<file path="src/rtl/cmp_flag_branch.sv">
// ---------------------------------------------------------------------------
// cmp_flag_branch
//
// EX-stage consumer of the CMP compare result. Holds the architectural
// 2-bit flag register, evaluates conditional branches against it, and turns
// a taken branch into a registered one-cycle PC redirect plus a matching
// flush of the wrong-path IF/ID instructions. The flags are saved to a
// shadow register on interrupt entry and restored from it on RETI. A
// free-running counter records how many branches were taken.
//
// Parameters
//   CPU_WIDTH   datapath / PC / counter width
//   FWD_EN      1: a branch in the same cycle as a flag write sees cmp_in
//               0: a branch always sees the registered flags
//
// Ports
//   clk          clock, all state updates on the rising edge
//   rst          synchronous active-high reset
//   stall        pipeline stall, freezes flag writes and branch evaluation
//   flag_we      CMP instruction in EX, write cmp_in into the flags
//   cmp_in       2-bit compare result from CMP (EQ / L / G)
//   br_valid     branch instruction in EX
//   br_cond      branch condition (AL EQ NE LT GE GT LE NV)
//   br_target    branch target address
//   int_enter    interrupt accepted, save flags to the shadow register
//   int_return   RETI in EX, restore flags from the shadow register
//   flags_o      current flag register
//   redirect_o   one-cycle pulse, PC must load target_o
//   target_o     redirect address, holds the last taken target
//   flush_o      identical to redirect_o, kills wrong-path IF/ID
//   taken_cnt_o  number of taken branches, wraps modulo 2^CPU_WIDTH
// ---------------------------------------------------------------------------
module cmp_flag_branch #(
    parameter int CPU_WIDTH = 16,
    parameter bit FWD_EN    = 1'b1
) (
    input  logic                 clk,
    input  logic                 rst,
    input  logic                 stall,
    input  logic                 flag_we,
    input  logic [1:0]           cmp_in,
    input  logic                 br_valid,
    input  logic [2:0]           br_cond,
    input  logic [CPU_WIDTH-1:0] br_target,
    input  logic                 int_enter,
    input  logic                 int_return,
    output logic [1:0]           flags_o,
    output logic                 redirect_o,
    output logic [CPU_WIDTH-1:0] target_o,
    output logic                 flush_o,
    output logic [CPU_WIDTH-1:0] taken_cnt_o
);

    // Compare result encodings shared with the CMP unit. 2'b11 is unused
    // by CMP; if it ever arrives it is stored unchanged and matches nothing.
    localparam logic [1:0] CMP_EQ = 2'b00;
    localparam logic [1:0] CMP_L  = 2'b01;
    localparam logic [1:0] CMP_G  = 2'b10;

    typedef enum logic [2:0] {
        COND_AL = 3'b000,
        COND_EQ = 3'b001,
        COND_NE = 3'b010,
        COND_LT = 3'b011,
        COND_GE = 3'b100,
        COND_GT = 3'b101,
        COND_LE = 3'b110,
        COND_NV = 3'b111
    } cond_e;

    logic [1:0]           flags_q;
    logic [1:0]           shadow_q;
    logic                 redirect_q;
    logic [CPU_WIDTH-1:0] target_q;
    logic [CPU_WIDTH-1:0] cnt_q;

    logic                 we_q;
    logic                 bv_q;
    logic [1:0]           flags_next;
    logic [1:0]           eff_flags;
    logic                 is_eq;
    logic                 is_lt;
    logic                 is_gt;
    logic                 cond_true;
    logic                 take;

    // A branch issued right after a redirect is a wrong-path instruction
    // that slipped in before the flush landed, so it is discarded.
    assign we_q = flag_we & ~stall;
    assign bv_q = br_valid & ~stall & ~redirect_q;

    // RETI restore beats a same-cycle CMP write.
    always_comb begin
        flags_next = flags_q;
        if (int_return) begin
            flags_next = shadow_q;
        end else if (we_q) begin
            flags_next = cmp_in;
        end
    end

    // With forwarding a branch paired with a CMP write sees the fresh
    // result instead of the stale register contents.
    assign eff_flags = (FWD_EN && we_q) ? cmp_in : flags_q;

    assign is_eq = (eff_flags == CMP_EQ);
    assign is_lt = (eff_flags == CMP_L);
    assign is_gt = (eff_flags == CMP_G);

    always_comb begin
        cond_true = 1'b0;
        case (cond_e'(br_cond))
            COND_AL: cond_true = 1'b1;
            COND_EQ: cond_true = is_eq;
            COND_NE: cond_true = ~is_eq;
            COND_LT: cond_true = is_lt;
            COND_GE: cond_true = ~is_lt;
            COND_GT: cond_true = is_gt;
            COND_LE: cond_true = ~is_gt;
            COND_NV: cond_true = 1'b0;
            default: cond_true = 1'b0;
        endcase
    end

    assign take = bv_q & cond_true;

    // Shadow captures the post-write flags so an interrupt taken on the
    // same cycle as a CMP does not lose that compare. When entry and return
    // coincide the shadow is left alone.
    always_ff @(posedge clk) begin
        if (rst) begin
            flags_q    <= CMP_EQ;
            shadow_q   <= CMP_EQ;
            redirect_q <= 1'b0;
            target_q   <= '0;
            cnt_q      <= '0;
        end else begin
            flags_q <= flags_next;
            if (int_enter && !int_return) begin
                shadow_q <= flags_next;
            end
            redirect_q <= take;
            if (take) begin
                target_q <= br_target;
                cnt_q    <= cnt_q + CPU_WIDTH'(1);
            end
        end
    end

    assign flags_o     = flags_q;
    assign redirect_o  = redirect_q;
    assign flush_o     = redirect_q;
    assign target_o    = target_q;
    assign taken_cnt_o = cnt_q;

endmodule

</file>
<file path="config.mk">
export PLATFORM = sky130hd
export DESIGN_NAME = cmp_flag_branch
export DESIGN_NICKNAME = d
export VERILOG_FILES = /design/src/rtl/cmp_flag_branch.sv
export SDC_FILE = /design/constraint.sdc
export NUM_CORES = 1
export LEC_CHECK = 0
export CORE_UTILIZATION = 43
export CTS_BUF_LIST = sky130_fd_sc_hd__clkbuf_4
export CTS_CLUSTER_SIZE = 8
export DETAILED_ROUTE_END_ITERATION = 12
export PLACE_DENSITY = 0.78
export RECOVER_POWER = 50
export SYNTH_ARGS = -nofsm -noshare
export SYNTH_HDL_FRONTEND = slang
export SYNTH_SLANG_ARGS = --single-unit
</file>
<file path="constraint.sdc">
create_clock -name clk -period 2 [get_ports clk]
set_clock_uncertainty 0.1 [all_clocks]
set_input_delay 0.5 -clock clk [delete_from_list [all_inputs] [get_ports clk]]
set_output_delay 0.5 -clock clk [all_outputs]
set_load 0.03 [all_outputs]
</file>
==> impl_metrics.py <==
metrics = {
    "final_layout": {
        "utilization_pct": 69.1,
        "area_delta_synth_final_pct": 51.9,
        "num_antenna_cells": 0,
        "fin_area_mm2": 0.00307,
        "drive_above_1_share_pct": 27.6,
        "fin_nets": 336,
    },
    "yosys": {
        "yosysTopAreaCell": "dfxtp_1",
        "netlist.area_leader.share_pct": 36.6,
        "yosysUniqueCellTypes": 38,
        "synth_edf_count": 0,
        "ys_seq_area_share_pct": 36.6,
        "syn_area_per_cell_um2": 9.03,
        "yosys_warnings": 0,
        "post-synth-top-count-cell": "dfxtp_1",
        "synth.net_count": 253,
        "synth_area_leaders": "dfxtp_1 (37%), nand4_1 (7.4%), o31ai_1 (6.7%)",
        "ys.flop_type": "dfxtp_1",
        "synth_cells": 224,
        "ys_ff_latch": 37,
        "async_reset_ff_share_pct": 0,
        "syn_area_mm2": 0.00202,
        "synth_common_cells": "dfxtp_1 (37), nor2_1 (26), nand4_1 (24)",
    },
    "clocking": {
        "clk_pin_slew_ps": 110,
        "cts_buffers": 5,
        "cts_tree": "yes",
        "cts_buffer_depth": 2,
        "cts.hold.buffers_added": 0,
        "clock_sinks": 37,
        "clk_latency_ps": 360,
        "htreeDepth": 2,
        "clock-root-buffer": "clkbuf_4",
    },
    "pwr": {
        "ir_drop_mv": 0.477,
        "powerDensity_mw_per_mm2": 520,
        "p_leak_nw": 1.19,
    },
    "setup_path": {
        "crit_path_end_kind": "flip-flop",
        "critPathKind": "in -> reg",
        "cp.required_ps": 2190,
        "path_max_fanout": 20,
        "worstSetupStartpointType": "primary input",
        "cp.arrival_ps": 2170,
    },
    "routing": {
        "wire_per_inst_um": 16.6,
        "routed_wl_um": 5990,
        "ant_nets": 0,
        "firstDrtPassIters": 8,
        "num_vias": 2084,
        "vias_per_cell": 5.79,
        "drcViolationCount": 6,
        "drt_iter0_markers": 123,
    },
    "die": {
        "ios": 64,
        "die_area_mm2": 0.00498,
        "floorplan.initialDensity_pct": 45.5,
        "die_w_um": 70.6,
        "die-height_um": 70.6,
        "core_mm2": 0.00444,
        "num_rows": 24,
    },
    "outcome": {
        "violations": "DRC",
        "status": "finished, violations left",
    },
    "sta": {
        "max_slew_margin_pct": 61.8,
        "setup-tns-final_ps": 0,
        "max_freq_ghz": 0.505,
        "worstMarginPinSlew_ps": 572,
        "finalHoldViolCount": 0,
        "finalSetupViolations": 0,
        "fin_crit_ps": 1980,
        "post-route-period-util_pct": 98.9,
        "maxSlewViolCount": 0,
        "rsz0062_at_grt": "true",
    },
    "global_route": {
        "grt_pass1_wl_um": 9140,
        "grt_pass1_vias": 1996,
        "grt-ovfl-total": 0,
        "track_usage_pct": 22.8,
        "antenna_found_initial": 0,
        "grt_max_degree": 34,
    },
    "min_path": {
        "hp-class": "reg -> reg",
    },
    "placement": {
        "io_buffers": 63,
        "dp_hpwl_um": 3580,
        "gp_congestion": 0.745,
        "place_area_mm2": 0.00286,
    },
    "run": {
        "maxCapViolations": 0,
    },
}
==> layer usage <==
metal	global-route usage, %	vias up	part of all wire, %
met4	9.11	0	2.4
met2	40.0	61	52
li1	-	1007	-
met5	0	-	0
met3	5.56	14	4.1
met1	26.8	1002	41
==> state kept, by name (all words and copies together) (netlist names) <==
name,cells
flags_o,2
flush_o,1
shadow_q,2
taken_cnt_o,16
target_o,16
==> cell families after synthesis <==
logic type / count (synthesis) / synth area share (%)
AND/OR/NAND/NOR: 98 / 31.1
AO/OA/AOI/OAI: 49 / 16.6
flip-flops: 37 / 36.6
buffers and inverters: 23 / 6.06
multiplexers: 16 / 8.97
adder cells (fa/ha/maj): 1 / 0.619
==> worst max-delay path: stages <==
cell	delay, ps
buf_6	100
nand2b_4	170
buf_4	150
a21oi_4	170
o32ai_4	110
buf_12	180
buf_8	170
or4_1	470
a21oi_1	150
==> report_power, final <==
group	internal (W)	total (W)	switching [W]
clock network	0.000148	0.000415	0.000268
registers	0.000758	0.000773	0.0000152
logic	0.000177	0.000407	0.000230
total	0.00108	0.00160	0.000513
==> cell usage in the layout, fill, tap and decap left out, drive strengths merged, types with 2 or more instances in the layout <==
master	instances
a211oi	2
a21oi	21
and3	2
buf	36
clkbuf	23
clkdlybuf4s50	17
clkinv	2
dfxtp	37
dlygate4sd2	24
inv	2
mux2	14
mux2i	2
nand2	5
nand2b	4
nand3	6
nand4	24
nor2	26
nor2b	15
nor4	11
o31ai	18
==> worst paths after layout <==
path / from / end / slack [ps] / depth (start not counted)
setup / recovery: stall / taken_cnt_o[0]$_SDFFE_PP0P_ / 20 / 9
hold / removal: target_o[15]$_SDFFE_PP0P_ / target_o[15]$_SDFFE_PP0P_ / 380 / 2
hold reg to reg: target_o[15]$_SDFFE_PP0P_ / target_o[15]$_SDFFE_PP0P_ / 380 / 2
setup reg to reg: flags_o[0]$_SDFF_PP0_ / taken_cnt_o[4]$_SDFFE_PP0P_ / 70 / 5
==> stage by stage <==
| step | total power, W | cells | worst slack (ps) | hold WS [ps] |
|---|---|---|---|---|
| 2_1_floorplan | 0.000975 | 224 | -55.8 | 355 |
| 3_3_place_gp | 0.00114 | 342 | -725 | 365 |
| 3_5_place_dp | 0.00115 | 342 | -781 | 363 |
| 4_1_cts | 0.00158 | 356 | -15.7 | 383 |
| 5_1_grt | 0.00165 | 360 | -53.8 | 402 |
| 6_report | 0.00160 | 360 | 21.2 | 383 |
==> cell type report <==
cell class | instances | area [um2]
timing repair buffer | 97 | 842
sequential | 37 | 743
multi-input combinational | 164 | 1360
tap | 52 | 65.1
inverter | 2 | 7.51
clock inverter | 2 | 10.0
fill | 362 | 1370
clock buffer | 6 | 45.0
==> timing repair <==
item,CTS,global route
cloned,1,2
endpoints found under the setup margin,55,43
resized for setup,55,39
buffers inserted,5,3
pin swaps,5,4
Note: power is estimated with default switching activity, not from simulation.
